==> src/rtl/uart_rx_frame.sv <==
// 8N1 UART receiver with a first-word-fall-through byte FIFO on a valid/ready port.
// Define UART_RX_PARITY_EN for 8E1 frames with a parity_err pulse and parity-bad bytes dropped.
module uart_rx_frame #(
    parameter int CLKS_PER_BIT = 868,
    parameter int FIFO_ADDR_W  = 3
) (
    input  logic                 clk,
    input  logic                 rst,
    input  logic                 rx,
    output logic [7:0]           rx_data,
    output logic                 rx_valid,
    input  logic                 rx_ready,
    output logic                 frame_err,
    output logic                 overrun,
`ifdef UART_RX_PARITY_EN
    output logic                 parity_err,
`endif
    output logic [FIFO_ADDR_W:0] fifo_cnt
);

    localparam int DEPTH = 1 << FIFO_ADDR_W;
    localparam int CW    = (CLKS_PER_BIT > 1) ? $clog2(CLKS_PER_BIT) : 1;

    localparam logic [CW-1:0]          BIT_LAST  = CW'(CLKS_PER_BIT - 1);
    localparam logic [CW-1:0]          HALF_LAST = CW'(CLKS_PER_BIT / 2 - 1);
    localparam logic [CW-1:0]          CNT_ONE   = CW'(1);
    localparam logic [FIFO_ADDR_W:0]   OCC_FULL  = (FIFO_ADDR_W + 1)'(DEPTH);
    localparam logic [FIFO_ADDR_W:0]   OCC_ONE   = (FIFO_ADDR_W + 1)'(1);
    localparam logic [FIFO_ADDR_W-1:0] PTR_ONE   = FIFO_ADDR_W'(1);

    typedef enum logic [2:0] {
        S_IDLE,
        S_START,
        S_DATA,
        S_PARITY,
        S_STOP,
        S_BREAK
    } state_t;

    // rx is asynchronous; only the second synchronizer flop is ever looked at
    logic rx_m, rx_s;

    always_ff @(posedge clk or posedge rst) begin
        if (rst) begin
            rx_m <= 1'b1;
            rx_s <= 1'b1;
        end else begin
            rx_m <= rx;
            rx_s <= rx_m;
        end
    end

    state_t          state, state_nx;
    logic [CW-1:0]   clk_cnt, cnt_nx;
    logic [2:0]      bit_idx, idx_nx;
    logic [7:0]      shift, shift_nx;
    logic            push;
    logic            ferr_nx;
`ifdef UART_RX_PARITY_EN
    logic            par_bad, pbad_nx;
    logic            perr_nx;
`endif

    always_comb begin
        state_nx = state;
        cnt_nx   = clk_cnt;
        idx_nx   = bit_idx;
        shift_nx = shift;
        push     = 1'b0;
        ferr_nx  = 1'b0;
`ifdef UART_RX_PARITY_EN
        pbad_nx  = par_bad;
        perr_nx  = 1'b0;
`endif
        case (state)
            S_IDLE: begin
                if (!rx_s) begin
                    state_nx = S_START;
                    cnt_nx   = '0;
`ifdef UART_RX_PARITY_EN
                    pbad_nx  = 1'b0;
`endif
                end
            end
            S_START: begin
                // mid-start-bit recheck rejects glitches shorter than half a bit
                if (clk_cnt == HALF_LAST) begin
                    cnt_nx = '0;
                    if (!rx_s) begin
                        state_nx = S_DATA;
                        idx_nx   = '0;
                    end else begin
                        state_nx = S_IDLE;
                    end
                end else begin
                    cnt_nx = clk_cnt + CNT_ONE;
                end
            end
            S_DATA: begin
                if (clk_cnt == BIT_LAST) begin
                    cnt_nx            = '0;
                    shift_nx[bit_idx] = rx_s;
                    idx_nx            = bit_idx + 3'd1;
                    if (bit_idx == 3'd7) begin
`ifdef UART_RX_PARITY_EN
                        state_nx = S_PARITY;
`else
                        state_nx = S_STOP;
`endif
                    end
                end else begin
                    cnt_nx = clk_cnt + CNT_ONE;
                end
            end
`ifdef UART_RX_PARITY_EN
            S_PARITY: begin
                if (clk_cnt == BIT_LAST) begin
                    cnt_nx   = '0;
                    pbad_nx  = ^{shift, rx_s};
                    perr_nx  = ^{shift, rx_s};
                    state_nx = S_STOP;
                end else begin
                    cnt_nx = clk_cnt + CNT_ONE;
                end
            end
`endif
            S_STOP: begin
                if (clk_cnt == BIT_LAST) begin
                    cnt_nx = '0;
                    if (rx_s) begin
`ifdef UART_RX_PARITY_EN
                        push = !par_bad;
`else
                        push = 1'b1;
`endif
                        state_nx = S_IDLE;
                    end else begin
                        ferr_nx  = 1'b1;
                        state_nx = S_BREAK;
                    end
                end else begin
                    cnt_nx = clk_cnt + CNT_ONE;
                end
            end
            // a low stop bit usually means a break; don't hunt for starts until the line idles
            S_BREAK: begin
                if (rx_s) state_nx = S_IDLE;
            end
            default: state_nx = S_IDLE;
        endcase
    end

    always_ff @(posedge clk or posedge rst) begin
        if (rst) begin
            state     <= S_IDLE;
            clk_cnt   <= '0;
            bit_idx   <= '0;
            shift     <= '0;
            frame_err <= 1'b0;
`ifdef UART_RX_PARITY_EN
            par_bad    <= 1'b0;
            parity_err <= 1'b0;
`endif
        end else begin
            state     <= state_nx;
            clk_cnt   <= cnt_nx;
            bit_idx   <= idx_nx;
            shift     <= shift_nx;
            frame_err <= ferr_nx;
`ifdef UART_RX_PARITY_EN
            par_bad    <= pbad_nx;
            parity_err <= perr_nx;
`endif
        end
    end

    logic [DEPTH-1:0][7:0]   mem;
    logic [FIFO_ADDR_W-1:0]  wptr, rptr;
    logic                    pop, full, wr_en;

    assign rx_valid = (fifo_cnt != '0);
    assign pop      = rx_valid && rx_ready;
    assign full     = (fifo_cnt == OCC_FULL);
    // when full, a same-cycle pop frees the head slot that wptr already points at
    assign wr_en    = push && (!full || pop);
    assign rx_data  = rx_valid ? mem[rptr] : 8'h00;

    always_ff @(posedge clk) begin
        if (wr_en) mem[wptr] <= shift;
    end

    always_ff @(posedge clk or posedge rst) begin
        if (rst) begin
            wptr     <= '0;
            rptr     <= '0;
            fifo_cnt <= '0;
            overrun  <= 1'b0;
        end else begin
            overrun <= push && full && !pop;
            if (wr_en) wptr <= wptr + PTR_ONE;
            if (pop)   rptr <= rptr + PTR_ONE;
            case ({wr_en, pop})
                2'b10:   fifo_cnt <= fifo_cnt + OCC_ONE;
                2'b01:   fifo_cnt <= fifo_cnt - OCC_ONE;
                default: fifo_cnt <= fifo_cnt;
            endcase
        end
    end

endmodule
==> config.mk <==
export PLATFORM = sky130hd
export DESIGN_NAME = uart_rx_frame
export DESIGN_NICKNAME = d
export VERILOG_FILES = /design/src/rtl/uart_rx_frame.sv
export SDC_FILE = /design/constraint.sdc
export NUM_CORES = 1
export LEC_CHECK = 0
export ABC_AREA = 0
export CORE_UTILIZATION = 55
export DETAILED_ROUTE_END_ITERATION = 8
export PLACE_DENSITY = 0.78
export RECOVER_POWER = 100
export SETUP_SLACK_MARGIN = 0.15
export SLEW_MARGIN = 20
export SYNTH_ARGS = -nofsm -noshare
export SYNTH_HDL_FRONTEND = slang
export SYNTH_SLANG_ARGS = --single-unit
==> constraint.sdc <==
create_clock -name clk -period 2.5 [get_ports clk]
set_clock_uncertainty 0.05 [all_clocks]
set_input_delay 0.375 -clock clk [delete_from_list [all_inputs] [get_ports clk]]
set_output_delay 0.375 -clock clk [all_outputs]
set_load 0.01 [all_outputs]
==> flow_summary.toml <==
[yosys]
synth-seq-cells = 102
ys_seq_area_share_pct = 60.52
synth_cell_types = 63
async_flop_share_pct = 37.25
synth_top_area_cell = "edfxtp_1"
syn_nets = 338
synth_edf_count = 64
synth_warnings = 0
yosys-top-cells-area = "edfxtp_1, dfrtp_1, mux4_2"
synthTopCellsByCount = "edfxtp_1, dfrtp_1, nand2_1, nor2_1, mux4_2"
synth_area_mm2 = 0.004751
postSynthAreaPerCell_um2 = 14.62
synth_cells = 325
synth_flop_cell = "edfxtp_1"
synth_top_area_share_pct = 40.45
yosysMostFrequentCell = "edfxtp_1"

[pwr]
p_leak_uw = 0.002264
p_clk_share_pct = 27.1
intPower_uw = 2897
combPwrFrac_pct = 24.5
ir_worst_vdd_v = 0.0002982
p_sw_uw = 1122
sw_frac_of_total_pct = 27.92
p_per_area_mw_per_mm2 = 725.7
p_seq_share_pct = 48.4

[timing]
hold_viol = 0
rsz0062_at_grt = "yes"
fin_setup_tns_ns = 0
worst_slew_pin_slew_ns = 0.9296
fin_hold_ws_ns = 0.3128
max-slew-margin-rel_pct = 38.03
setup_viol = 0
max_freq_mhz = 409.9
fin_crit_ns = 2.439
fin_crit_sh_pct = 97.58
slew_violations = 0

[setup_path]
critPathKind = "reg2reg"
critPathRequiredTime_ns = 2.52
crit_arrival_ns = 2.46
r2r_slack_ns = 0.06
r2r-start = "rx_s$_DFF_PP1_"
cp_max_fo = 8
worstSetupStartpointType = "flip-flop"
rr_worst_depth = 7
cp-end-kind = "flip-flop"
r2r-end = "mem[0]$_DFFE_PP_"

[final_layout]
final_cells = 485
final_cell_area_mm2 = 0.005539
finalNetCount = 388
syn_to_final_growth_pct = 16.59
drive_gt1_share_pct = 30.79
utilization_pct = 66.74
diodes = 0

[global_route]
antenna_found_initial = 0
busiest_layer = "met2"
gr-total-overflow = 0
met2_usage_pct = 38.01
grtUsageMet1_pct = 29.58
grt_pass1_vias = 2887
grt_pass1_wl_um = 15080
grt_max_degree = 39
grtUsageTotal_pct = 22.68
grt_use_met3_pct = 3.221

[placed_design]
place_area_mm2 = 0.005201
io_buffers = 18
hpwl_um = 6042
dp_cells = 457
place_congestion = 0.8705

[routing]
wl_per_cell_um = 19.22
ant_nets = 0
routed_via_density = 5.965
drt_wl_total_um = 9324
drc = 0
drt_iter0_markers = 146
drtPass1Iterations = 4
vias = 2893

[clocking]
htree_num_levels = 3
clk-insertion-delay-late_ns = 0.36
cts_buffers = 9
cts_sinks = 102
root_buffer = "clkbuf_8"
clk_pin_slew_ns = 0.10
cts_tree = "done"
clockBufferDepth = 2

[run]
maxCapViolCount = 0

[hold_path]
worstHoldPathType = "reg2reg"
hold_depth = 0
hold_end = "rx_s$_DFF_PP1_"
hold_start = "rx_m$_DFF_PP1_"

[floorplanning]
initial_core_util_pct = 57.24
die_w_um = 94.94
fp.dieH_um = 94.94
die_area_mm2 = 0.009014
rows = 33
ios = 19
core_mm2 = 0.008299

[run_status]
run_status = "complete, no violations"
==> power by group through the flow <==
stage / Clock [µW] / Combinational (µW) / Sequential (µW)
CTS: 1110 / 1010 / 1940
detailed placement: 0 / 768 / 1980
finish: 1090 / 987 / 1950
floorplan: 0 / 505 / 1960
global route: 1180 / 1060 / 1960
global placement: 0 / 748 / 1980
==> state kept, by name, indices dropped and copies added (netlist names) <==
register   count
clk_cnt       10
frame_err      1
state          3
wptr           3
overrun        1
bit_idx        3
rx_m           1
rptr           3
rx_s           1
shift          8
fifo_cnt       4
mem           64
==> how the worst max path moves through the flow <==
stage	startpoint	end	slack (ns)
finish	rx_s$_DFF_PP1_	mem[0]$_DFFE_PP_	0.06
global route	rx_s$_DFF_PP1_	mem[7]$_DFFE_PP_	-0.001
CTS	rx_s$_DFF_PP1_	fifo_cnt[2]$_DFFE_PP0P_	0.09
detailed placement	rx_s$_DFF_PP1_	fifo_cnt[2]$_DFFE_PP0P_	0.06
global placement	rx_s$_DFF_PP1_	fifo_cnt[2]$_DFFE_PP0P_	0.10
floorplan	clk_cnt[3]$_DFFE_PP0P_	fifo_cnt[2]$_DFFE_PP0P_	0.05
==> layout make-up <==
cell class | count | area (µm²)
timing repair buffer | 57 | 490.5
clock buffer | 9 | 123.9
tap | 105 | 131.4
sequential | 102 | 2878
clock inverter | 7 | 91.34
inverter | 10 | 37.54
fill | 561 | 2760
multi-input combinational | 195 | 1787
==> critical path, stage by stage, from the launching register on <==
cell and delay (ns):
dfstp_2 0.54, or4bb_4 0.47, a31oi_4 0.21, nand2_4 0.09
buf_4 0.14, buf_4 0.17, nor4_4 0.29, buf_6 0.20
==> metal layers <==
metal  part of all wire, %  up-vias
met5                     0        -
met2                    52       57
met3                   3.0       16
li1                      -     1353
met4                   1.8        0
met1                    43     1467
==> layout by cell type, fill, tap and decap left out, drive strengths merged, types with 9 or more instances in the layout <==
cell type and count:
inv 13, edfxtp 64, clkbuf 19, mux2 11, nand2 20, o21ai 10
mux4 16, mux2i 10, nor2 21, dfrtp 36, nand3 10, buf 37
ha 9
==> logic make-up (layout without fill, tap and decap cells) <==
kind of cell               after synthesis  after routing  synth area share [%]
DFF                                    102            102                 60.52
buffers and inverters                   28             83                 3.424
AOI/OAI and AO/OA                       41             41                 6.979
adders and majority gates                9              9                 2.370
and+or+nand+nor                         98             98                 12.48
xor gates and xnor gates                10             10                 1.843
muxes                                   37             37                 12.38
==> stage by stage <==
step / worst slack, ns / power [µW]
floorplan: 0.05393 / 2464
global placement: 0.1004 / 2724
detailed placement: 0.05656 / 2745
CTS: 0.09387 / 4057
global route: -0.0009928 / 4195
finish: 0.06050 / 4020
==> what timing repair did <==
action | in CTS | in global routing
endpoints found under the setup margin | 11 | 61
pin swaps | 3 | 2
hold buffers | 0 | 0
gates cloned | 2 | 0
buffers inserted | 9 | 1
resized for setup | 39 | 16
No activity file was read; power rests on OpenSTA's default activity.
